### config.mk
export PLATFORM = sky130hd
export DESIGN_NAME = cpu_seq_ctrl_flat
export DESIGN_NICKNAME = d
export VERILOG_FILES = /design/src/rtl/cpu_pkg.sv /design/src/rtl/cpu_seq_ctrl_if.sv /design/src/rtl/cpu_pc_unit.sv /design/src/rtl/cpu_seq_ctrl.sv /design/src/flat_wrapper.sv
export SDC_FILE = /design/constraint.sdc
export NUM_CORES = 1
export LEC_CHECK = 0
export ABC_AREA = 1
export BUFFER_PORTS_ARGS = -buffer_cell sky130_fd_sc_hd__buf_2
export CAP_MARGIN = 30
export CORE_UTILIZATION = 50
export CTS_CLUSTER_SIZE = 25
export DETAILED_ROUTE_END_ITERATION = 7
export PLACE_DENSITY = 0.77
export SYNTH_ARGS = -nofsm -noshare
export SYNTH_HDL_FRONTEND = slang
export SYNTH_SLANG_ARGS = --single-unit
### constraint.sdc
create_clock -name ck -period 1.8 [get_ports ck]
set_input_delay 0.18 -clock ck [delete_from_list [all_inputs] [get_ports ck]]
set_output_delay 0.18 -clock ck [all_outputs]
set_load 0.01 [all_outputs]
### src/rtl/cpu_pkg.sv
// Shared CPU definitions: sequencer state encoding and default parameter values.
package cpu_pkg;

  localparam int unsigned IwDefault      = 16;
  localparam int unsigned AwDefault      = 8;
  localparam int unsigned ResetPcDefault = 0;
  localparam int unsigned SkipRegDefault = 0;
  localparam int unsigned CwDefault      = 16;

  typedef enum logic [2:0] {
    StIf  = 3'd0,
    StId  = 3'd1,
    StReg = 3'd2,
    StEx  = 3'd3,
    StWb  = 3'd4,
    StHlt = 3'd5
  } seq_state_e;

endpackage

### src/rtl/cpu_seq_ctrl_if.sv
// Fetch bus and decoder handshake between the sequencer and its environment.
interface cpu_seq_ctrl_if
  import cpu_pkg::*;
#(
  parameter int unsigned IW = IwDefault,
  parameter int unsigned AW = AwDefault
);

  logic          IMEM_REQ;
  logic [AW-1:0] IMEM_ADDR;
  logic          IMEM_ACK;
  logic [IW-1:0] IMEM_DATA;
  logic [IW-1:0] INST;
  logic          DEC_OIN;
  logic          HALT_INST;
  logic          BR_TAKE;
  logic [AW-1:0] BR_TGT;
  logic          REG_OIN;

  modport master (
    output IMEM_REQ, IMEM_ADDR, INST, REG_OIN,
    input  IMEM_ACK, IMEM_DATA, DEC_OIN, HALT_INST, BR_TAKE, BR_TGT
  );

  modport slave (
    input  IMEM_REQ, IMEM_ADDR, INST, REG_OIN,
    output IMEM_ACK, IMEM_DATA, DEC_OIN, HALT_INST, BR_TAKE, BR_TGT
  );

endinterface

### src/rtl/cpu_pc_unit.sv
// Program counter and saturating retired-instruction counter, both updated on retire.
module cpu_pc_unit
  import cpu_pkg::*;
#(
  parameter int unsigned AW       = AwDefault,
  parameter int unsigned CW       = CwDefault,
  parameter int unsigned RESET_PC = ResetPcDefault
) (
  input  logic          ck,
  input  logic          res,
  input  logic          advance,
  input  logic          br_take,
  input  logic [AW-1:0] br_tgt,
  output logic [AW-1:0] pc,
  output logic [CW-1:0] ret_cnt
);

  logic [AW-1:0] pc_q, pc_d;
  logic [CW-1:0] cnt_q, cnt_d;

  always_comb begin
    pc_d  = pc_q;
    cnt_d = cnt_q;
    if (advance) begin
      // Sequential PC wraps naturally at 2^AW.
      pc_d = br_take ? br_tgt : pc_q + AW'(1);
      if (cnt_q != '1) begin
        cnt_d = cnt_q + CW'(1);
      end
    end
  end

  always_ff @(posedge ck or posedge res) begin
    if (res) begin
      pc_q  <= AW'(RESET_PC);
      cnt_q <= '0;
    end else begin
      pc_q  <= pc_d;
      cnt_q <= cnt_d;
    end
  end

  assign pc      = pc_q;
  assign ret_cnt = cnt_q;

endmodule

### src/rtl/cpu_seq_ctrl.sv
// Multi-cycle instruction sequencer: IF -> ID -> (REG) -> EX -> WB, with terminal halt.
module cpu_seq_ctrl
  import cpu_pkg::*;
#(
  parameter int unsigned IW       = IwDefault,
  parameter int unsigned AW       = AwDefault,
  parameter int unsigned RESET_PC = ResetPcDefault,
  parameter int unsigned SKIP_REG = SkipRegDefault,
  parameter int unsigned CW       = CwDefault
) (
  input  logic                 ck,
  input  logic                 res,
  input  logic                 RUN,
  cpu_seq_ctrl_if.master       bus,
  output logic [2:0]           STATE,
  output logic [AW-1:0]        PC,
  output logic                 RETIRE,
  output logic [CW-1:0]        RET_CNT,
  output logic                 HALTED
);

  seq_state_e    state_q;
  logic          pending_q;
  logic [IW-1:0] inst_q;
  logic          fetch_req;
  logic          in_wb;

  // A pending fetch keeps the request up even after RUN drops.
  assign fetch_req = (state_q == StIf) && (RUN || pending_q) && !res;
  assign in_wb     = (state_q == StWb);

  always_ff @(posedge ck or posedge res) begin
    if (res) begin
      state_q   <= StIf;
      pending_q <= 1'b0;
      inst_q    <= '0;
    end else begin
      case (state_q)
        StIf: begin
          if (fetch_req) begin
            if (bus.IMEM_ACK) begin
              inst_q    <= bus.IMEM_DATA;
              pending_q <= 1'b0;
              state_q   <= StId;
            end else begin
              pending_q <= 1'b1;
            end
          end
        end
        StId:    state_q <= (SKIP_REG != 0) ? StEx : StReg;
        StReg:   state_q <= StEx;
        StEx:    state_q <= StWb;
        StWb:    state_q <= bus.HALT_INST ? StHlt : StIf;
        StHlt:   state_q <= StHlt;
        default: state_q <= StIf;
      endcase
    end
  end

  cpu_pc_unit #(
    .AW       (AW),
    .CW       (CW),
    .RESET_PC (RESET_PC)
  ) u_pc_unit (
    .ck      (ck),
    .res     (res),
    .advance (in_wb),
    .br_take (bus.BR_TAKE),
    .br_tgt  (bus.BR_TGT),
    .pc      (PC),
    .ret_cnt (RET_CNT)
  );

  assign bus.IMEM_REQ  = fetch_req;
  assign bus.IMEM_ADDR = PC;
  assign bus.INST      = inst_q;
  assign bus.REG_OIN   = in_wb && bus.DEC_OIN;
  assign STATE         = state_q;
  assign RETIRE        = in_wb;
  assign HALTED        = (state_q == StHlt);

endmodule

### src/flat_wrapper.sv
// flat-port wrapper written by rule: the top's interface ports become plain ports
module cpu_seq_ctrl_flat import cpu_pkg::*;
#(
  parameter int unsigned IW       = IwDefault,
  parameter int unsigned AW       = AwDefault,
  parameter int unsigned RESET_PC = ResetPcDefault,
  parameter int unsigned SKIP_REG = SkipRegDefault,
  parameter int unsigned CW       = CwDefault
)
  (ck, res, RUN, STATE, PC, RETIRE, RET_CNT, HALTED, bus_IMEM_REQ, bus_IMEM_ADDR, bus_INST, bus_REG_OIN, bus_IMEM_ACK, bus_IMEM_DATA, bus_DEC_OIN, bus_HALT_INST, bus_BR_TAKE, bus_BR_TGT);
  cpu_seq_ctrl_if #(.IW(IW), .AW(AW)) bus_i ();
  input  logic ck;
  input  logic res;
  input  logic RUN;
  output logic [2:0] STATE;
  output logic [AW-1:0] PC;
  output logic RETIRE;
  output logic [CW-1:0] RET_CNT;
  output logic HALTED;
  output wire logic [$bits(bus_i.IMEM_REQ)-1:0] bus_IMEM_REQ;
  output wire logic [$bits(bus_i.IMEM_ADDR)-1:0] bus_IMEM_ADDR;
  output wire logic [$bits(bus_i.INST)-1:0] bus_INST;
  output wire logic [$bits(bus_i.REG_OIN)-1:0] bus_REG_OIN;
  input wire logic [$bits(bus_i.IMEM_ACK)-1:0] bus_IMEM_ACK;
  input wire logic [$bits(bus_i.IMEM_DATA)-1:0] bus_IMEM_DATA;
  input wire logic [$bits(bus_i.DEC_OIN)-1:0] bus_DEC_OIN;
  input wire logic [$bits(bus_i.HALT_INST)-1:0] bus_HALT_INST;
  input wire logic [$bits(bus_i.BR_TAKE)-1:0] bus_BR_TAKE;
  input wire logic [$bits(bus_i.BR_TGT)-1:0] bus_BR_TGT;
  assign bus_IMEM_REQ = bus_i.IMEM_REQ;
  assign bus_IMEM_ADDR = bus_i.IMEM_ADDR;
  assign bus_INST = bus_i.INST;
  assign bus_REG_OIN = bus_i.REG_OIN;
  assign bus_i.IMEM_ACK = bus_IMEM_ACK;
  assign bus_i.IMEM_DATA = bus_IMEM_DATA;
  assign bus_i.DEC_OIN = bus_DEC_OIN;
  assign bus_i.HALT_INST = bus_HALT_INST;
  assign bus_i.BR_TAKE = bus_BR_TAKE;
  assign bus_i.BR_TGT = bus_BR_TGT;
  cpu_seq_ctrl #(.IW(IW), .AW(AW), .RESET_PC(RESET_PC), .SKIP_REG(SKIP_REG), .CW(CW)) u_core (.ck(ck), .res(res), .RUN(RUN), .bus(bus_i), .STATE(STATE), .PC(PC), .RETIRE(RETIRE), .RET_CNT(RET_CNT), .HALTED(HALTED));
endmodule
==> results of run 1 <==
==> metrics by stage <==
step / instance area, µm² / util (%) / hold WS [ns] / std cells
floorplan: 2460 / - / 0.325 / 326
global placement: 2870 / 60.7 / 0.251 / 464
detailed placement: 2870 / 60.7 / 0.267 / 464
CTS: 2970 / 62.9 / 0.0979 / 473
global route: 2970 / 62.9 / 0.106 / 473
finish: 2970 / 62.9 / 0.110 / 473
==> per-layer routing <==
metal  track usage, %  vias to the layer above  wire [µm]  part of all wire, %
met5                0                        -          0                    0
met4             7.41                        0         85                  1.6
met3             5.00                       10        313                  5.9
met2             34.2                       89       2380                   45
met1             28.0                     1035       2500                   47
li1                 -                     1172          -                    -
==> layout by cell type (no fill, tap or decap), types with 2 or more instances in the layout <==
| master | instances |
|---|---|
| a21oi_1 | 6 |
| buf_2 | 85 |
| clkbuf_1 | 2 |
| inv_2 | 2 |
| ha_1 | 2 |
| nor2_1 | 30 |
| nor2_4 | 5 |
| inv_1 | 26 |
| xor2_1 | 2 |
| nand2_1 | 120 |
| nand3_1 | 27 |
| buf_4 | 2 |
| xnor2_1 | 4 |
| o21ai_2 | 3 |
| o21ai_0 | 13 |
| nor2_2 | 2 |
| nand4_1 | 4 |
| o21ai_1 | 4 |
| clkbuf_8 | 6 |
| nand2_2 | 4 |
| dfrtp_1 | 44 |
==> final cells by class <==
type                    instances  share of cell area, %
inverters                      29                   3.66
well taps                      67                   2.82
multi-input cells             236                   37.9
flip-flops and latches         44                   37.0
repair buffers                 89                   15.5
clock buffers                   8                   3.03
==> power by group <==
group | internal [W] | total [W] | switching, W
Combinational | 0.000631 | 0.00156 | 0.000931
Sequential | 0.00133 | 0.00164 | 0.000318
Clock | 0.000313 | 0.000637 | 0.000323
==> registers in the layout, summed over array words and instances (netlist names) <==
| register | count |
|---|---|
| u_core.STATE | 3 |
| u_core.bus.INST | 16 |
| u_core.pending_q | 1 |
| u_core.u_pc_unit.pc | 8 |
| u_core.u_pc_unit.ret_cnt | 16 |
==> synthesized netlist by cell type (all sizes together) <==
cell,count
dfrtp,44
inv,29
buf,14
nand4,4
o21bai,1
o21ai,21
nor2,37
a31oi,1
or2,1
clkbuf,3
nand3,27
xor2,2
ha,2
nand2,125
nand3b,2
a21boi,1
o21a,1
nor3,1
xnor2,4
a21oi,6
==> path summary, 6_finish.rpt <==
kind,endpoint,depth (start not counted),slack [ns]
min in group asynchronous,u_core.bus.INST[11]$_DFFE_PP0P_,4,0.48
worst min-delay path,u_core.bus.INST[12]$_DFFE_PP0P_,3,0.11
max in group asynchronous,u_core.u_pc_unit.ret_cnt[9]$_DFFE_PP0P_,4,1.06
worst min register to register,u_core.bus.INST[11]$_DFFE_PP0P_,2,0.47
worst max-delay path,bus_IMEM_REQ,5,0.12
worst max register to register,u_core.u_pc_unit.ret_cnt[3]$_DFFE_PP0P_,8,0.18
==> cells by family (layout without fill, tap and decap cells) <==
kind of cell	count (synthesis)	after routing
xor+xnor	6	6
simple gates	197	197
fa+ha+maj	2	2
flops	44	44
compound gates	31	31
buf+inv	46	126
==> worst max-delay path, stage by stage (launching register included) <==
cell,delay (ns)
dfrtp_1,0.44
nor2_4,0.14
nand2_1,0.09
nor3_2,0.17
buf_6,0.21
buf_2,0.15
==> what timing repair did <==
| action | 4_1_cts | 5_1_grt |
|---|---|---|
| hold buffers | 1 | 0 |
| setup endpoints to repair | 0 | 1 |
| gates resized for setup | 0 | 1 |
| endpoints found under the hold margin | 44 | 0 |
| buffers inserted | 0 | 0 |
==> results.md, run 1 <==
* Status: completed
* Biggest area consumer among synthesized cells: dfrtp_1
* XOR/XNOR Fraction of Synth Area at 2.13%
* Clk Latency, worst-skew pair at 0.29 ns
* Largest net degree at the start of global routing at 25
* First-pass DRT Iterations at 5
* Routed Antenna Nets at 0
* Worst-path fanout max at 19
* Worst R2R Start: u_core.u_pc_unit.ret_cnt[0]$_DFFE_PP0P_
* Post-DR vias/cell at 4.88
* Tmin final at 1.68 ns
* Max-cap violations at 0
* Tcrit/Tclk final at 93.2%
* ANT cells at 0
* Die area at 5210 µm²
* Clock Sinks at 44
* Clock-pin slew on the worst setup and hold paths at 0.08 ns
* Seq cells post-synth at 44
* Hpwl dp at 3820 µm
* Longest Clk Path Bufs at 2
* Mapped Cells at 326
* Slew Viols, Final at 0
* Drt first-iter violations at 102
* Critical path type: flip-flop to output port
* Setup TNS at 0 ns
* Lkg Pwr at 1.59 nW
* CP startpoint: u_core.STATE[1]$_DFFE_PP0P_
* Area growth, synth to finish at 20.7%
* H-tree depth at 2
* CP startpoint kind: flip-flop
* Synth Area in Compound Gates at 7.57%
* Post-Synth Simple-Gate Area at 35.1%
* Yosys top cell area share at 44.7%
* Synth area leaders: dfrtp_1 (45%), nand2_1 (18%), nand3_1 (5.5%)
* Total gr overflow at 0
* Sequential area share after synthesis at 44.7%
* Fmax at 596 MHz
* Pwr Total at 0.00384 W
* Unrepaired setup endpoints after global routing: false
* Post-Synth Adder-Cell Area at 1.02%
* CTS buffer count at 5
* Distinct cells, synth at 31
* HP Class: input port to flip-flop
* # IOs at 86
* Synthesized cell area at 2460 µm²
* Share of layout cells above drive strength 1 at 28.3%
* Clock skew at 0.00345 ns
* Reg area at 1100 µm²
* Post-Place Worst Slack at 0.200 ns
* GRT Util Overall at 21.2%
* Multiplexer share of the synthesized area at 0%
* Chip width at 72.2 µm
* Power per standard cell area at 1290 nW/µm²
* Worst path arrival time at 1.50 ns
* DIE HEIGHT at 72.2 µm
* PortBufs at 85
* Via count of the routed design at 2306
* Core area at 4720 µm²
* Initial Util at 52.1%
* Vias in the first global route at 1995
* Critical Path RT at 1.62 ns
* Slew margin rel. at 65.1%
* Drt wl/cell at 11.2 µm
* Initial antenna violation count at 0
* Nets at 438
* First-pass GRT wire length at 8690 µm
* Yosys warns at 0
* TritonCTS clock tree: done
* Multi-input logic area at 1130 µm²
* Hold Vio Cnt, Final at 0
* # fillers at 438
* Core Rows at 25
* Syn_area_per_cell at 7.55 µm²
* Final worst slack at 0.123 ns
* HP Start: bus_IMEM_DATA[12]
* Final GP Congestion at 0.855
* Worst-margin pin slew at 0.522 ns
* # setup viols final at 0
* Final WL at 5280 µm
* Largest family of logic cells by synthesized area: simple AND/OR/NAND/NOR gates
* Syn nets at 359
* Maximum VDD drop at 0.000679 V
* DRC at 0
* Clock root cell: clkbuf_8
* Crit end category: output port
No activity file was read; power rests on OpenSTA's default activity.
==> run 2: changes to the inputs <==
- SETUP_SLACK_MARGIN: default -> 0.5
==> run 2 against run 1 <==
Compared with the run above:
- power grew 21%
- global-route usage grew 3.6 points
- final area grew 16%
- the flow now finishes with violations (negative hold slack)
- count of clock-buffer cells in the layout shrank 3
- sequential share of layout area shrank 4.8 points
- wire length grew 25%
- register-to-register slack gained 0.18 ns
- combinational power grew 40%
==> results.md, run 2 (synthesis gave the netlist of run 1 again) <==
* Net switching fraction of the power at 40.4% (-0.49 points)
* Critical path type: flip-flop to output port
* Chip width at 72.2 µm (unchanged)
* Final GP Congestion at 0.794 (-7.2%)
* Reg area at 1110 µm² (+1.0%)
* Worst R2R Start: u_core.STATE[1]$_DFFE_PP0P_
* Largest net degree at the start of global routing at 26 (+4.0%)
* Logic pwr share at 47.3% (+6.6 points)
* FF-to-FF setup slack at 0.36 ns (+0.18 ns)
* Worst hold slack at -0.0153 ns (-0.125 ns)
* Clock-pin slew on the worst setup and hold paths at 0.09 ns (about the same)
* Worst path arrival time at 1.32 ns (-0.18 ns)
* # setup viols final at 0 (unchanged)
* Initial Util at 52.1% (unchanged)
* Nets at 470 (+7.3%)
* Die area at 5210 µm² (unchanged)
* Slew Viols, Final at 0 (unchanged)
* # fillers at 357 (-18%)
* Hold_buf cts at 0 (-1)
* GRT Util Overall at 24.8% (+3.6 points)
* Pint at 0.00276 W (+22%)
* Worst-path fanout max at 2 (-17)
* Area growth, synth to finish at 40.0%
* ANT cells at 0 (unchanged)
* FF-to-FF End: u_core.STATE[0]$_DFFE_PP0P_
* Maximum VDD drop at 0.000746 V (+9.8%)
* CP startpoint kind: flip-flop
* Fmax at 669 MHz (+12%)
* Final worst slack at 0.305 ns (+0.182 ns)
* Placed Area at 2880 µm² (+0.39%)
* Final WL at 6590 µm (+25%)
* Status: complete, but fails checks
* Post-Place Worst Slack at 0.199 ns (-0.00151 ns)
* Max-cap violations at 0 (unchanged)
* HP Class: input port to asynchronous set/reset pin
* Via count of the routed design at 2519 (+9.2%)
* R2R cell count at 8 (unchanged)
* Post-DR vias/cell at 4.99 (+2.3%)
* Cell area after layout at 3450 µm² (+16%)
* Setup TNS at 0 ns (unchanged)
* Power per standard cell area at 1340 nW/µm² (+4.0%)
* First-pass GRT wire length at 9870 µm (+14%)
* Slew margin rel. at 39.7% (-25 points)
* Commonest cells after routing, fill and taps aside: nand2_1 (104), buf_2 (84), dfrtp_1 (35)
* Tmin final at 1.50 ns (-0.182 ns)
* Flop pwr share at 36.1% (-6.7 points)
* Core area at 4720 µm² (unchanged)
* Lkg Pwr at 1.79 nW (+13%)
* Total gr overflow at 0 (unchanged)
* Vias in the first global route at 2247 (+13%)
* Tcrit/Tclk final at 83.1% (-10 points)
* PortBufs at 85 (unchanged)
* Clock Sinks at 44 (unchanged)
* Clock power share at 16.5% (about the same)
* # IOs at 86 (unchanged)
* Hold Vio Cnt, Final at 23 (+23)
* Unrepaired setup endpoints after global routing: true
* DIE HEIGHT at 72.2 µm (unchanged)
* Critical Path RT at 1.62 ns (about the same)
* CTS buffer count at 5 (unchanged)
* Failing checks: negative hold slack
* Longest Clk Path Bufs at 2 (unchanged)
* Core Rows at 25 (unchanged)
* Routed Antenna Nets at 0 (unchanged)
* Crit end category: output port
* First-pass DRT Iterations at 4 (-1)
* Drt first-iter violations at 224 (+120%)
* Hpwl dp at 3880 µm (+1.4%)
* Worst-margin pin slew at 0.899 ns (+0.377 ns)
* TritonCTS clock tree: done
* Switching pwr at 0.00187 W (+19%)
* H-tree depth at 2 (unchanged)
* Clock root cell: clkbuf_8
* Share of layout cells above drive strength 1 at 43.4% (+15 points)
* Initial antenna violation count at 0 (unchanged)
* Drt wl/cell at 13.0 µm (+17%)
* Multi-input logic area at 1280 µm² (+14%)
* DRC at 0 (unchanged)
* Clk Latency, worst-skew pair at 0.30 ns (about the same)
* Clock skew at 0.00757 ns (+0.00412 ns)
* Leading cell type in the layout, fill and taps excluded: nand2_1
[run 2: cell types whose count changed in the layout (fill, tap and decap cells not counted), moves of 10 or more]
| cell | previous run | this run |
|---|---|---|
| nand2_1 | 120 | 104 |
| nand2_2 | 4 | 17 |
| buf_4 | 2 | 24 |
| buf_6 | 1 | 11 |
[run 2: how the worst max path moves through the flow]
stage	from	end	depth (start not counted)	slack, ns
after floorplan	u_core.u_pc_unit.ret_cnt[0]$_DFFE_PP0P_	u_core.u_pc_unit.ret_cnt[12]$_DFFE_PP0P_	9	0.36
after global placement	u_core.STATE[1]$_DFFE_PP0P_	u_core.pending_q$_DFFE_PP0P_	6	0.28
after detailed placement	u_core.STATE[1]$_DFFE_PP0P_	u_core.bus.INST[8]$_DFFE_PP0P_	7	0.20
after CTS	u_core.STATE[2]$_DFFE_PP0P_	bus_IMEM_REQ	5	0.23
after global routing	u_core.STATE[1]$_DFFE_PP0P_	bus_IMEM_REQ	5	0.22
final	u_core.STATE[1]$_DFFE_PP0P_	bus_IMEM_REQ	5	0.30
[run 2: power groups by stage]
stage	clock [W]	sequential [W]	combinational (W)
2_1_floorplan	0	0.00178	0.000982
3_3_place_gp	0	0.00166	0.00153
3_5_place_dp	0	0.00166	0.00157
4_1_cts	0.000774	0.00162	0.00196
5_1_grt	0.000817	0.00172	0.00243
6_report	0.000766	0.00168	0.00219
[run 2: metal layers]
layer / routed length (µm) / track usage [%] / vias up / part of all wire [%]
li1: - / - / 1237 / -
met1: 2780 / 29.7 / 1172 / 42
met2: 3380 / 42.6 / 100 / 51
met3: 352 / 6.11 / 10 / 5.3
met4: 77 / 10.5 / 0 / 1.2
met5: 0 / 0 / - / 0
[run 2: final cells by class]
class / instances / area share, %
tap: 67 / 2.43
clock buffer: 5 / 2.00
clock inverter: 3 / 1.23
sequential: 44 / 32.3
multi-input combinational: 237 / 37.2
timing repair buffer: 120 / 21.5
inverter: 29 / 3.38
[run 2: worst max-delay path, cell delays in order (launching register included)]
cell     delay [ns]
dfrtp_2        0.43
nor2_4         0.13
nand2_2        0.08
nor3_4         0.14
buf_6          0.14
buf_6          0.10
[run 2: what timing repair did]
action / CTS / global route
pin swaps: 13 / 10
buffers inserted: 21 / 10
cloned: 2 / 0
gates resized for setup: 25 / 42
endpoints found under the setup margin: 40 / 43
[run 2: through the flow]
step,util (%),power [W],instances
global route,73.0,0.00497,505
detailed placement,61.0,0.00323,464
floorplan,-,0.00277,326
finish,73.0,0.00464,505
CTS,69.0,0.00436,495
global placement,61.0,0.00319,464
==> run 3: changes to the inputs <==
- ABC_AREA: 1 -> 0
- CORE_UTILIZATION: 50 -> 48
- PLACE_DENSITY: 0.77 -> 0.76
- clock period: 1.8 -> 1.5 ns (I/O delays scaled with it)
==> run 3 against run 2 <==
Compared with the run above:
- flip-flop and latch count did not move
- final cell count shrank 25%
- critical path type is now flip-flop to flip-flop
- setup slack worse by 0.60 ns
- sequential share of layout area down 2.3 points
- power up 40%
- core utilization is 17 points higher
- global-route usage is 3.5 points higher
- synthesized cell count shrank 44%
- count of clock-buffer cells in the layout rose by 2
- die area down 9.1%
- wire length grew 27%
- largest power group unchanged
- via count is 11% lower
- the flow finishes with violations (negative setup slack)
==> results.md, run 3 <==
* Status: complete, but fails checks
* Failing checks: negative setup slack
* Met3 Wirelength at 697 µm (+98%)
* Synth area leaders: dfrtp_1 (51%), mux2_2 (8.9%), xnor2_1 (5.3%)
* DRC at 0 (unchanged)
* Final Non-Filler Cells at 380 (-25%)
* Commonest cells after routing, fill and taps aside: buf_6 (65), buf_2 (51), dfrtp_1 (31)
* Post-Place Worst Slack at -0.105 ns (-0.304 ns)
* Lkg Pwr at 1.81 nW (+1.3%)
* Post-synth EDFFs at 0 (unchanged)
* Yosys warns at 0 (unchanged)
* Unrepaired setup endpoints after global routing: true
* Crit end category: flip-flop
* Clk Latency, worst-skew pair at 0.31 ns (about the same)
* DIE HEIGHT at 68.8 µm (-4.6%)
* Clock root cell: clkbuf_8
* Die area at 4740 µm² (-9.1%)
* Most numerous cell in the Yosys netlist: dfrtp_1
* Initial Util at 51.7% (-0.41 points)
* Tcrit/Tclk final at 119%
* Sequential area share after synthesis at 51.4% (+6.7 points)
* Via count of the routed design at 2230 (-11%)
* Longest Clk Path Bufs at 2 (unchanged)
* TritonCTS clock tree: done
* M1 WL at 2990 µm (+7.6%)
* FF-to-FF setup slack at -0.29 ns (-0.65 ns)
* Final GP Congestion at 0.807 (+1.6%)
* Leading cell type in the layout, fill and taps excluded: buf_6
* Share of layout cells above drive strength 1 at 67.0% (+24 points)
* Worst path arrival time at 1.97 ns (+0.65 ns)
* Placed instance count at 334 (-28%)
* Final worst slack at -0.291 ns (-0.596 ns)
* H-tree depth at 2 (unchanged)
* Pwr Total at 0.00647 W (+40%)
* Slew margin rel. at 76.7% (+37 points)
* Initial antenna violation count at 0 (unchanged)
* Vias in the first global route at 1952 (-13%)
* Post-DR vias/cell at 5.87 (+18%)
* Critical path type: flip-flop to flip-flop
* Drt wl/cell at 21.9 µm (+68%)
* Distinct cells, synth at 39 (+26%)
* Core area at 4140 µm² (-12%)
* Max-cap violations at 0 (unchanged)
* Syn nets at 216 (-40%)
* Biggest area consumer among synthesized cells: dfrtp_1
* Mapped Cells at 183 (-44%)
* Worst-path fanout max at 4 (+2)
* Hpwl dp at 3640 µm (-6.2%)
* Total gr overflow at 0 (unchanged)
* CTS buffer count at 5 (unchanged)
* Critical Path RT at 1.68 ns (+0.06 ns)
* Final WL at 8340 µm (+27%)
* Synthesized cell area at 2140 µm² (-13%)
* Most used flip-flop cell after synthesis: dfrtp_1
* Top sig layer: met4
* HP Class: input port to flip-flop
* Routed met2 length at 4270 µm (+27%)
* Yosys top cell area share at 51.4% (+6.7 points)
* PortBufs at 85 (unchanged)
* Maximum VDD drop at 0.000980 V (+31%)
* Clock Sinks at 44 (unchanged)
* Ys async rst share at 100% (unchanged)
* CP startpoint kind: flip-flop
* Power per standard cell area at 1730 nW/µm² (+29%)
* Slew Viols, Final at 0 (unchanged)
* Worst-margin pin slew at 0.347 ns (-0.551 ns)
* # setup viols final at 42 (+42)
* GRT Util Overall at 28.3% (+3.5 points)
* Tmin final at 1.79 ns
* Synth cell count leaders: dfrtp_1 (44), mux2_2 (17), xnor2_1 (13)
* Syn_area_per_cell at 11.7 µm² (+55%)
* Routed Antenna Nets at 0 (unchanged)
* # IOs at 86 (unchanged)
* Area growth, synth to finish at 74.1%
* Chip width at 68.8 µm (-4.6%)
* Core Rows at 23 (-8.0%)
* First-pass GRT wire length at 9400 µm (-4.8%)
* Fmax at 558 MHz
* ANT cells at 0 (unchanged)
* Largest net degree at the start of global routing at 29 (+12%)
* Drt first-iter violations at 192 (-14%)
* Clock skew at 0.0180 ns (+0.0104 ns)
* Seq cells post-synth at 44 (unchanged)
* Clock-pin slew on the worst setup and hold paths at 0.10 ns (about the same)
* Hold Vio Cnt, Final at 0 (-100%)
* First-pass DRT Iterations at 4 (unchanged)
* Nets at 362 (-23%)
## run 3: cell count changes after synthesis, sizes merged, moves of 11 or more
cell / delta
nand3: -22
nor2: -30
mux2: +17
nand2: -115
inv: -25
o21ai: -11
## run 3: power by group
group / total, W / switching, W / internal (W)
clock network: 0.000756 / 0.000428 / 0.000328
registers: 0.00209 / 0.000449 / 0.00164
logic: 0.00362 / 0.00156 / 0.00206
## run 3: layer usage
layer | vias to the layer above | global-route usage [%]
met5 | - | 0
li1 | 958 | -
met3 | 38 | 6.25
met4 | 0 | 14.8
met2 | 136 | 49.5
met1 | 1098 | 32.2
## run 3: stage by stage
stage	util, %	area (µm²)	setup TNS (ns)	hold WS (ns)
finish	90.1	3730	-8.13	0.0751
global route	90.1	3730	-9.99	0.0748
CTS	81.6	3380	-3.48	0.0731
detailed placement	68.0	2820	-2.26	0.183
global placement	68.0	2820	-1.38	0.173
floorplan	-	2180	-1.39	0.154
## run 3: final cells by class
class,count,area [µm²]
multi-input cells,120,1130
clock buffers,7,76.3
inverters,6,31.3
repair buffers,152,1310
fillers,162,412
clock inverters,1,5.00
flip-flops and latches,44,1120
well taps,50,62.6
## run 3: repair_timing
action	4_1_cts	5_1_grt
gates resized for setup	67	42
pin swaps	11	9
endpoints found under the setup margin	82	100
hold endpoints to repair	16	0
hold buffers	1	0
cloned	1	0
setup buffers	14	22
## run 3: worst paths after layout
path                                                 from                                       end  cells after the start
max in group asynchronous                             res   u_core.u_pc_unit.ret_cnt[0]$_DFFE_PP0P_                      4
min in group asynchronous                             res            u_core.bus.INST[5]$_DFFE_PP0P_                      4
max reg2reg                   u_core.STATE[1]$_DFFE_PP0P_  u_core.u_pc_unit.ret_cnt[15]$_DFFE_PP0P_                      5
min reg2reg                u_core.bus.INST[7]$_DFFE_PP0P_            u_core.bus.INST[7]$_DFFE_PP0P_                      1
max                           u_core.STATE[1]$_DFFE_PP0P_  u_core.u_pc_unit.ret_cnt[15]$_DFFE_PP0P_                      5
min                                      bus_IMEM_DATA[4]            u_core.bus.INST[4]$_DFFE_PP0P_                      2
## run 3: logic make-up (layout without fill, tap and decap cells)
logic type | count (synthesis) | after routing | share of synthesized area [%]
AOI/OAI and AO/OA | 39 | 39 | 11.6
xor gates and xnor gates | 16 | 16 | 6.54
muxes | 19 | 19 | 9.87
DFF | 44 | 44 | 51.4
buffers and inverters | 20 | 166 | 5.78
adders and majority gates | 2 | 2 | 1.17
and+or+nand+nor | 43 | 44 | 13.7
## run 3: critical path, stage by stage, from the launching register on
cell,delay [ns]
dfrtp_2,0.45
or3b_4,0.43
buf_12,0.15
nor4_4,0.25
o211ai_1,0.22
xnor2_1,0.16
